===== config.mk =====
export PLATFORM = sky130hd
export DESIGN_NAME = tx_byte_feeder
export DESIGN_NICKNAME = d
export VERILOG_FILES = /design/src/rtl/tx_byte_feeder.sv
export SDC_FILE = /design/constraint.sdc
export NUM_CORES = 1
export LEC_CHECK = 0
export ABC_CLOCK_PERIOD_IN_PS = 2400
export CAP_MARGIN = 5
export CORE_MARGIN = 5
export CORE_UTILIZATION = 48
export CTS_CLUSTER_SIZE = 28
export DETAILED_ROUTE_END_ITERATION = 7
export GPL_TIMING_DRIVEN = 1
export PLACE_DENSITY = 0.71
export SLEW_MARGIN = 15
export SYNTH_ARGS = -nofsm -noshare
export SYNTH_HDL_FRONTEND = slang
export SYNTH_SLANG_ARGS = --single-unit
export TNS_END_PERCENT = 10

===== constraint.sdc =====
create_clock -name clk -period 2.4 [get_ports clk]
set_input_delay 0.48 -clock clk [delete_from_list [all_inputs] [get_ports clk]]
set_output_delay 0.48 -clock clk [all_outputs]
set_load 0.05 [all_outputs]

===== src/rtl/tx_byte_feeder.sv =====
// -----------------------------------------------------------------------------
// tx_byte_feeder
//
// Byte FIFO between the cartridge read path and a UART transmitter. Bytes are
// pushed with wr_en/wr_data. A small FSM pops one byte at a time, holds `send`
// high for SEND_HOLD cycles, and waits for the UART to report a complete frame
// on port_available.
//
// Handshake with the UART:
//   IDLE      -> pop the head byte into tx_data, then go to SEND.
//   SEND      -> send=1 for SEND_HOLD cycles.
//   WAIT_BUSY -> wait for the UART to drop port_available. If it stays high
//                for BUSY_TIMEOUT cycles, the request was missed and the same
//                byte is sent again.
//   WAIT_FREE -> wait for port_available=1, which means the stop bit is done.
//
// Parameters:
//   DEPTH        FIFO entries. Power of two, 2..256.
//   SEND_HOLD    cycles `send` stays high per attempt, 1..15.
//   BUSY_TIMEOUT cycles to wait for port_available low before retrying, 2..255.
//
// Optional feature:
//   `define FEEDER_OVERFLOW_FLAG_EN adds a sticky `overflow` output. It is set
//   by any dropped write and cleared only by rst.
//   Without the macro the port is absent. Writes to a full FIFO are still
//   dropped in the same way.
// -----------------------------------------------------------------------------
module tx_byte_feeder #(
    parameter int DEPTH        = 16,
    parameter int SEND_HOLD    = 2,
    parameter int BUSY_TIMEOUT = 64
) (
    input  logic                     clk,
    input  logic                     rst,
    input  logic                     wr_en,
    input  logic [7:0]               wr_data,
    output logic                     full,
    output logic                     empty,
    output logic [$clog2(DEPTH):0]   count,
    output logic [7:0]               tx_data,
    output logic                     send,
    input  logic                     port_available,
    output logic                     busy
`ifdef FEEDER_OVERFLOW_FLAG_EN
    ,
    output logic                     overflow
`endif
);

    localparam int AW    = $clog2(DEPTH);
    localparam int CW    = AW + 1;
    localparam int CNT_W = 8;

    localparam logic [AW-1:0]    PTR_ONE      = AW'(1);
    localparam logic [CW-1:0]    CNT_ONE      = CW'(1);
    localparam logic [CW-1:0]    DEPTH_CNT    = CW'(DEPTH);
    localparam logic [CNT_W-1:0] TMR_ONE      = CNT_W'(1);
    localparam logic [CNT_W-1:0] HOLD_LAST    = CNT_W'(SEND_HOLD - 1);
    localparam logic [CNT_W-1:0] TIMEOUT_LAST = CNT_W'(BUSY_TIMEOUT - 1);

    typedef enum logic [1:0] {
        IDLE      = 2'd0,
        SEND      = 2'd1,
        WAIT_BUSY = 2'd2,
        WAIT_FREE = 2'd3
    } state_t;

    // FIFO storage and bookkeeping.
    logic [7:0]       mem [DEPTH];
    logic [AW-1:0]    wr_ptr_q, wr_ptr_d;
    logic [AW-1:0]    rd_ptr_q, rd_ptr_d;
    logic [CW-1:0]    count_q,  count_d;

    // Transmit FSM state and registered outputs.
    state_t           state_q;
    logic [CNT_W-1:0] tmr_q;
    logic [7:0]       tx_data_q;
    logic             send_q;
    logic             busy_q;

    logic             is_full;
    logic             is_empty;
    logic             push;
    logic             pop;

    // Full and empty come from the occupancy count only, never from pointer
    // comparison, so the pointers can wrap freely.
    assign is_full  = (count_q == DEPTH_CNT);
    assign is_empty = (count_q == '0);

    // Acceptance looks only at the current full flag. A pop in the same cycle
    // does not make room for a write that arrives while the FIFO is full.
    assign push = wr_en && !is_full;
    assign pop  = (state_q == IDLE) && !is_empty;

    // FIFO pointer and occupancy next-state.
    always_comb begin
        // NOTE: every signal written here gets a default first, so no path can
        // leave it unassigned and infer a latch.
        wr_ptr_d = wr_ptr_q;
        rd_ptr_d = rd_ptr_q;
        count_d  = count_q;
        if (push) begin
            wr_ptr_d = wr_ptr_q + PTR_ONE;
        end
        if (pop) begin
            rd_ptr_d = rd_ptr_q + PTR_ONE;
        end
        case ({push, pop})
            2'b10:   count_d = count_q + CNT_ONE;
            2'b01:   count_d = count_q - CNT_ONE;
            default: count_d = count_q;
        endcase
    end

    // FIFO pointer and occupancy registers.
    always_ff @(posedge clk or posedge rst) begin
        // NOTE: state registers use non-blocking assignments only. All of them
        // then update together at the edge, whatever order the blocks run in.
        if (rst) begin
            wr_ptr_q <= '0;
            rd_ptr_q <= '0;
            count_q  <= '0;
        end else begin
            wr_ptr_q <= wr_ptr_d;
            rd_ptr_q <= rd_ptr_d;
            count_q  <= count_d;
        end
    end

    // Byte storage, written at the tail on every accepted push.
    always_ff @(posedge clk) begin
        // NOTE: the array has no reset on purpose. The count and pointers say
        // which entries are valid, and an unreset array can map onto RAM.
        if (push) begin
            mem[wr_ptr_q] <= wr_data;
        end
    end

    // Transmit FSM: pop, hold send, then wait for the UART busy/free cycle.
    always_ff @(posedge clk or posedge rst) begin
        if (rst) begin
            state_q   <= IDLE;
            tmr_q     <= '0;
            tx_data_q <= 8'h00;
            send_q    <= 1'b0;
            busy_q    <= 1'b0;
        end else begin
            case (state_q)
                IDLE: begin
                    // port_available is ignored here. The previous frame was
                    // already confirmed complete in WAIT_FREE.
                    if (pop) begin
                        tx_data_q <= mem[rd_ptr_q];
                        state_q   <= SEND;
                        tmr_q     <= '0;
                        send_q    <= 1'b1;
                        busy_q    <= 1'b1;
                    end
                end

                SEND: begin
                    if (tmr_q == HOLD_LAST) begin
                        state_q <= WAIT_BUSY;
                        tmr_q   <= '0;
                        send_q  <= 1'b0;
                    end else begin
                        tmr_q <= tmr_q + TMR_ONE;
                    end
                end

                WAIT_BUSY: begin
                    // The UART dropping port_available confirms it took the
                    // byte. A timeout means the request was missed, so the byte
                    // in tx_data is sent again. send has already been low for
                    // at least one cycle, so the UART sees a fresh rising edge.
                    if (!port_available) begin
                        state_q <= WAIT_FREE;
                        tmr_q   <= '0;
                    end else if (tmr_q == TIMEOUT_LAST) begin
                        state_q <= SEND;
                        tmr_q   <= '0;
                        send_q  <= 1'b1;
                    end else begin
                        tmr_q <= tmr_q + TMR_ONE;
                    end
                end

                WAIT_FREE: begin
                    // Only a definite 1 counts as free. A 0 or X keeps waiting.
                    if (port_available == 1'b1) begin
                        state_q <= IDLE;
                        busy_q  <= 1'b0;
                    end
                end

                default: begin
                    state_q <= IDLE;
                    tmr_q   <= '0;
                    send_q  <= 1'b0;
                    busy_q  <= 1'b0;
                end
            endcase
        end
    end

`ifdef FEEDER_OVERFLOW_FLAG_EN
    logic overflow_q;

    // Sticky record of any write lost to a full FIFO.
    always_ff @(posedge clk or posedge rst) begin
        if (rst) begin
            overflow_q <= 1'b0;
        end else if (wr_en && is_full) begin
            overflow_q <= 1'b1;
        end
    end

    assign overflow = overflow_q;
`endif

    assign full    = is_full;
    assign empty   = is_empty;
    assign count   = count_q;
    assign tx_data = tx_data_q;
    assign send    = send_q;
    assign busy    = busy_q;

endmodule


==> summary.txt, run 1 <==
CTS
  – CTS root buf: clkbuf_16
  – Num CTS Buffers: 17
  – CTS sink count: around 160
  – H-tree depth: 4
  – Worst skew pair latency: 0.43 ns
  – CTS tree: built
  – Post-CTS Hold Buffers: 0
  – Max clock buf depth: 2
  – CTS clk-pin slew, worst paths: 0.06 ns
  – Post-CTS setup buffers: 0

Layout
  – Nets: 492
  – Antenna diodes: 0
  – Share of layout cells above drive strength 1: 0.248
  – Non-Filler Instances: about 660
  – Area grow syn2layout: 20.0%

Timing
  – Setup TNS: -0.0473 ns
  – Final Hold Fails: 0
  – Peak Freq: 0.409 GHz
  – Endpoints failing setup: 1
  – Unrepaired setup endpoints after global routing: yes
  – Slew @ Worst Pin: 0.633 ns
  – Max Transition Viols Final: 0
  – Final min period: 2.45 ns
  – Setup slack after layout: -0.0473 ns
  – Slew HR: 0.576
  – Setup Skew: 0.00864 ns
  – Tcrit/Tclk final: 1.02

Setup path
  – Crit Path Class: flop to flop
  – R2R setup slack: -0.05 ns
  – R2r endpoint: count[4]$_DFFE_PP0P_
  – CP endpoint kind: flop
  – Slowest CP cell: or4_4
  – Crit path cell chain: or4_4 -> o21ai_4 -> inv_2 -> ha_4 -> fa_2 -> a21o_1 -> a21oi_2 -> mux2i_1 -> xnor2_1
  – Worst Path Required: between 2 and 3 ns
  – Delay of the slowest cell on the worst path: 0.56 ns
  – Crit Path Max Fanout: 4
  – CP startpoint kind: flop
  – Data arrival time of the worst path: 2.79 ns
  – R2r startpoint: count[0]$_DFFE_PP0P_
  – R2R cell count: 9

Placement
  – Post-DP HPWL: 8640 um
  – Inst Count DP: 624
  – Worst slack, placed: -0.104 ns
  – GP Congestion: 0.787
  – PortBufs: 28

Synth
  – Synthesized net count: 430
  – Netlist area before placement: around 0.0068 mm^2
  – Most frequently used flop master after synthesis: edfxtp_1
  – Post-synthesis sequential area ratio: 0.688
  – Count of cell types in the netlist: 50
  – Synthesized area per cell: about 17 um^2
  – Fraction of registers with async set/reset: 0.205
  – Cells after synthesis: 401
  – Yosys warnings: 0
  – Top post-synthesis cells by count: edfxtp_1, nand2_1, dfrtp_1, mux4_2, mux2i_1
  – Area contributors post-synth: edfxtp_1, dfrtp_1, mux4_2, ha_1, mux2i_1
  – Top-area cell type share of the netlist area: 0.566
  – Top cell type by total area after synthesis: edfxtp_1
  – Number of synthesized register bits: 161
  – Top-count cell post-synth: edfxtp_1
  – Number of enable flip-flop cells after synthesis: approximately 130

Floorplanning
  – Core Footprint: 0.0139 mm^2
  – Chip width: 129 um
  – I/O pin count: 29
  – Die Ht: 129 um
  – Initial Utilization: 0.489
  – Row count: 43
  – Die ar.: 0.0166 mm^2

Route
  – Met1 WL: 5380 um
  – DRT iter0 DRCs: 275
  – WL per Instance: slightly above 20 um
  – Number of routed nets with antenna violations: 0
  – Routed vias/inst: ~5.7
  – Top sig layer: met4
  – 1st-pass router iterations: 4
  – Vias: 3726
  – Routed wl met2: 6670 um
  – WL met3: about 900 um
  – WL final: roughly 13000 um
  – DRC Markers: 0

Min path
  – Worst Hold Class: primary input to asynchronous set/reset pin

GRT
  – Grt total ovfl: 0
  – Initial antenna violation count: 0
  – Vias in the first global route: 3808
  – First-pass GRT wire length: approximately 21000 um
  – Total GRT Usage: 0.175
  – Largest net degree at the start of global routing: 34

Run status
  – Failing checks: negative setup slack
  – Run status: finished, violations left

Job
  – Max-cap violations: 0

Power
  – VDD IR max: 0.000595 V
  – LEAKAGE: ~2.9 nW
  – Cell Pwr Density: 1270 mW/mm^2
==> flip-flops by register name, indices dropped and copies added (netlist names) <==
| name | cells |
|---|---|
| tx_data | 8 |
| wr_ptr_q | 4 |
| tmr_q | 8 |
| busy | 1 |
| rd_ptr_q | 4 |
| state_q | 2 |
| send | 1 |
| mem | 128 |
| count | 5 |
==> power breakdown <==
| part | total (mW) | internal [mW] | switching (mW) |
|---|---|---|---|
| clock network | 2.81 | 1.74 | 1.07 |
| registers | 3.78 | 3.47 | 0.302 |
| logic | 3.74 | 1.66 | 2.08 |
==> layout make-up <==
type	count	area [um^2]
Timing Repair Buffer	64	586
Clock inverter	14	186
Multi-Input combinational cell	205	2000
Fill cell	1042	5730
Clock buffer	18	429
Tap cell	180	225
Inverter	14	52.6
Sequential cell	161	4670
==> per-layer routing <==
| layer | vias to the layer above | global-route usage |
|---|---|---|
| met4 | 0 | 0.0574 |
| met1 | 1898 | 0.228 |
| met2 | 103 | 0.282 |
| met5 | - | 0 |
| met3 | 25 | 0.0535 |
| li1 | 1700 | - |
==> what timing repair did <==
item                                    CTS  global route
gates resized for setup                   2             2
pin swaps                                 1             0
gates cloned                              0             0
endpoints found under the setup margin    2             3
==> placed cells by master, fill, tap and decap left out, types with 2 or more instances in the layout <==
cell type          n
dfrtp_1           29
dfrtp_2            4
nand4_1            3
inv_1             13
o211ai_1           3
edfxtp_1         128
bufinv_16          4
buf_4             35
o21ai_0            7
o311ai_0           2
a31oi_1            3
clkinv_1           3
xnor2_1            9
nor2_1            16
a21oi_1            2
mux2i_1           18
nand2b_1           4
mux4_2            32
o2111ai_1          6
clkdlybuf4s50_1   25
o31ai_1            3
o221ai_1          10
clkinvlp_4         2
inv_6              3
nand2_1           34
nand3_1            5
nor3_1             6
ha_1              15
buf_12             3
a21o_1             2
a21oi_2            2
clkbuf_16         17
==> worst max-delay path by stage <==
stage | from | to | depth (start not counted) | slack, ns
floorplan | count[2]$_DFFE_PP0P_ | count[4]$_DFFE_PP0P_ | 10 | -0.27
global placement | wr_en | count[4]$_DFFE_PP0P_ | 9 | -0.09
detailed placement | count[2]$_DFFE_PP0P_ | count[4]$_DFFE_PP0P_ | 9 | -0.10
CTS | count[0]$_DFFE_PP0P_ | count[4]$_DFFE_PP0P_ | 9 | -0.05
global route | count[0]$_DFFE_PP0P_ | count[4]$_DFFE_PP0P_ | 9 | -0.15
finish | count[0]$_DFFE_PP0P_ | count[4]$_DFFE_PP0P_ | 9 | -0.05
==> stage by stage <==
step                hold slack (ns)  power, mW  cell area (um^2)   util
finish                        0.454       10.3              8150  0.587
global route                  0.520       10.9              8150  0.587
CTS                           0.461       10.4              8140  0.587
detailed placement            0.501       7.59              7520  0.542
global placement              0.484       7.49              7520  0.542
floorplan                     0.499       6.37              6820      -
==> critical path, delay by kind of cell (launching register included) <==
family	cells	cell delay, ns
compound gates	3	0.46
xor+xnor	1	0.15
fa+ha+maj	2	0.51
buf+inv	1	0.06
flops	1	0.40
mux	1	0.22
simple gates	1	0.56
==> kinds of logic after synthesis <==
family / after synthesis / share of synthesized area
flops: 161 / 0.688
buf+inv: 35 / 0.0228
compound gates: 47 / 0.0540
simple gates: 80 / 0.0560
xor+xnor: 10 / 0.0129
fa+ha+maj: 17 / 0.0324
mux: 51 / 0.134
Power figures use the tool's default switching activity.
==> inputs of run 2 (changes only) <==
--- a/config.mk
+++ b/config.mk
@@ -8,11 +8,12 @@
 export ABC_CLOCK_PERIOD_IN_PS = 2400
 export CAP_MARGIN = 5
 export CORE_MARGIN = 5
-export CORE_UTILIZATION = 48
+export CORE_UTILIZATION = 45
 export CTS_CLUSTER_SIZE = 28
 export DETAILED_ROUTE_END_ITERATION = 7
+export GPL_ROUTABILITY_DRIVEN = 0
 export GPL_TIMING_DRIVEN = 1
-export PLACE_DENSITY = 0.71
+export PLACE_DENSITY = 0.67
 export SLEW_MARGIN = 15
 export SYNTH_ARGS = -nofsm -noshare
 export SYNTH_HDL_FRONTEND = slang
==> summary.txt, run 2 (synthesized netlist as in run 1, its figures left out) <==
Placement
  – Post-DP HPWL: 8230 um (was 8640 um)
  – Worst slack, placed: -0.146 ns (was -0.104 ns)
  – DP Area: 0.00751 mm^2 (was 0.00752 mm^2)
  – PortBufs: 28 (unchanged)

Route
  – WL final: 12400 um (was 13200 um)
  – Number of routed nets with antenna violations: 0 (unchanged)
  – WL per Instance: 18.7 um (was 20.2 um)
  – 1st-pass router iterations: 6 (was 4)
  – DRT iter0 DRCs: 231 (was 275)
  – Vias: 3639 (was 3726)
  – DRC Markers: 1 (was 0)
  – Routed vias/inst: 5.49 (was 5.68)

Timing
  – Worst hold margin: 0.456 ns (was 0.454 ns)
  – Unrepaired setup endpoints after global routing: yes (unchanged)
  – Final Hold Fails: 0 (unchanged)
  – Slew @ Worst Pin: 0.557 ns (was 0.633 ns)
  – Tcrit/Tclk final: 1.02 (about the same)
  – Setup slack after layout: -0.0600 ns (was -0.0473 ns)
  – Max Transition Viols Final: 0 (unchanged)
  – Endpoints failing setup: 1 (unchanged)
  – Slew HR: 0.628 (was 0.576)
  – Setup Skew: 0.0231 ns (was 0.00864 ns)
  – Final min period: 2.46 ns (was 2.45 ns)
  – Peak Freq: 0.407 GHz (was 0.409 GHz)

Layout
  – Nets: 492 (unchanged)
  – Top reg by flops: mem (unchanged)
  – Share of layout cells above drive strength 1: 0.248 (about the same)
  – Max reg flops: 128 (unchanged)
  – Most frequent cells in the layout: edfxtp_1, buf_4, nand2_1 (unchanged)
  – Commonest non-fill, non-tap cell in the layout: edfxtp_1 (unchanged)
  – Multi-input logic area: 0.00200 mm^2 (about the same)
  – Antenna diodes: 0 (unchanged)
  – Design area: 0.00807 mm^2 (was 0.00815 mm^2)
  – Filler Cell Count: 1183 (was 1042)
  – Register area: 0.00467 mm^2 (unchanged)
  – Area grow syn2layout: 18.9% (was 20.0%)

GRT
  – Grt total ovfl: 0 (unchanged)
  – Initial antenna violation count: 0 (unchanged)
  – First-pass GRT wire length: 19900 um (was 21100 um)
  – Largest net degree at the start of global routing: 36 (was 34)
  – Vias in the first global route: 3771 (was 3808)
  – Total GRT Usage: 0.148 (was 0.175)

Setup path
  – Critical path buffers and inverters: 1 (unchanged)
  – R2R setup slack: -0.06 ns (was -0.05 ns)
  – Delay-heaviest family, CP: simple AND/OR/NAND/NOR gates (unchanged)
  – Slowest CP cell: or4_4 (unchanged)
  – CP startpoint kind: flop (unchanged)
  – Crit Path Max Fanout: 4 (unchanged)
  – Crit path cell chain: or4_4 -> o21ai_4 -> inv_2 -> ha_4 -> fa_2 -> a21o_1 -> a21oi_2 -> mux2i_1 -> xnor2_1 (unchanged)
  – Delay of the slowest cell on the worst path: 0.56 ns (about the same)
  – CP endpoint kind: flop (unchanged)
  – Crit Path Class: flop to flop (unchanged)
  – Worst Path Required: 2.70 ns (was 2.74 ns)
  – Data arrival time of the worst path: 2.76 ns (was 2.79 ns)

CTS
  – CTS root buf: clkbuf_16 (unchanged)
  – CTS tree: built (unchanged)
  – Num CTS Buffers: 17 (unchanged)
  – CTS sink count: 161 (unchanged)
  – CTS clk-pin slew, worst paths: 0.06 ns (about the same)
  – Post-CTS Hold Buffers: 0 (unchanged)
  – Max clock buf depth: 2 (unchanged)
  – H-tree depth: 4 (unchanged)
  – Worst skew pair latency: 0.43 ns (about the same)

Job
  – Max-cap violations: 0 (unchanged)

Run status
  – Run status: finished, violations left (unchanged)
  – Failing checks: design-rule violations, negative setup slack (was negative setup slack)

Floorplanning
  – Initial Utilization: 0.453 (was 0.489)
  – Row count: 45 (was 43)
  – I/O pin count: 29 (unchanged)
  – Chip width: 133 um (was 129 um)
  – Die Ht: 133 um (was 129 um)
  – Core Footprint: 0.0150 mm^2 (was 0.0139 mm^2)
  – Die ar.: 0.0176 mm^2 (was 0.0166 mm^2)

Min path
  – Worst Hold Class: primary input to asynchronous set/reset pin (unchanged)

Power
  – LEAKAGE: 2.86 nW (was 2.91 nW)
  – Total power: 9.92 mW (was 10.3 mW)
  – VDD IR max: 0.000832 V (was 0.000595 V)
  – Cell Pwr Density: 1230 mW/mm^2 (was 1270 mW/mm^2)
-- run 2: cell types whose count changed in the layout (fill, tap and decap cells not counted), sizes merged --
cell / previous run / this run
bufinv: 4 / 1
clkdlybuf4s50: 25 / 26
clkinv: 5 / 6
dlymetal6s2s: 1 / 0
inv: 17 / 18
-- run 2: layer usage --
metal	track usage	vias to the layer above	wire length [um]
met3	0.0445	11	626
met5	0	-	0
met4	0.0479	0	138
met1	0.187	1840	5270
met2	0.247	91	6390
li1	-	1697	-
-- run 2: cell type report --
cell class | count | share of cell area
flip-flops and latches | 161 | 0.579
multi-input cells | 205 | 0.248
repair buffers | 64 | 0.0707
clock buffers | 18 | 0.0532
well taps | 188 | 0.0291
clock inverters | 13 | 0.0138
inverters | 14 | 0.00651
-- run 2: stage by stage --
step / util / std cells / TNS (ns)
detailed placement: 0.502 / 631 / -0.172
CTS: 0.538 / 663 / -0.112
global placement: 0.502 / 631 / -0.0817
floorplan: - / 401 / -1.23
finish: 0.539 / 663 / -0.0600
global route: 0.539 / 663 / -0.275
-- run 2: path summary, 6_finish.rpt --
path                                          endpoint                  from  cells past startpoint
worst max-delay path              count[4]$_DFFE_PP0P_  count[0]$_DFFE_PP0P_                      9
worst min-delay path            state_q[0]$_DFFE_PP0P_                   rst                      3
worst max register to register    count[4]$_DFFE_PP0P_  count[0]$_DFFE_PP0P_                      9
min in group clk                      busy$_DFFE_PP0P_      busy$_DFFE_PP0P_                      2
worst min register to register        busy$_DFFE_PP0P_      busy$_DFFE_PP0P_                      2
max in group asynchronous         count[0]$_DFFE_PP0P_                   rst                      3
-- run 2: power breakdown --
group,switching (mW),internal (mW)
Clock,1.05,1.42
Sequential,0.253,3.47
Combinational,2.07,1.65
Total,3.37,6.54
-- run 2: repair_timing --
action | 4_1_cts | 5_1_grt
setup buffers | 1 | 0
gates resized for setup | 1 | 2
endpoints found under the setup margin | 3 | 3
pin swaps | 4 | 2
-- run 2: tightest hold or removal path: cells and delay by family --
family	cells	cell delay, ns
buf+inv	3	0.83
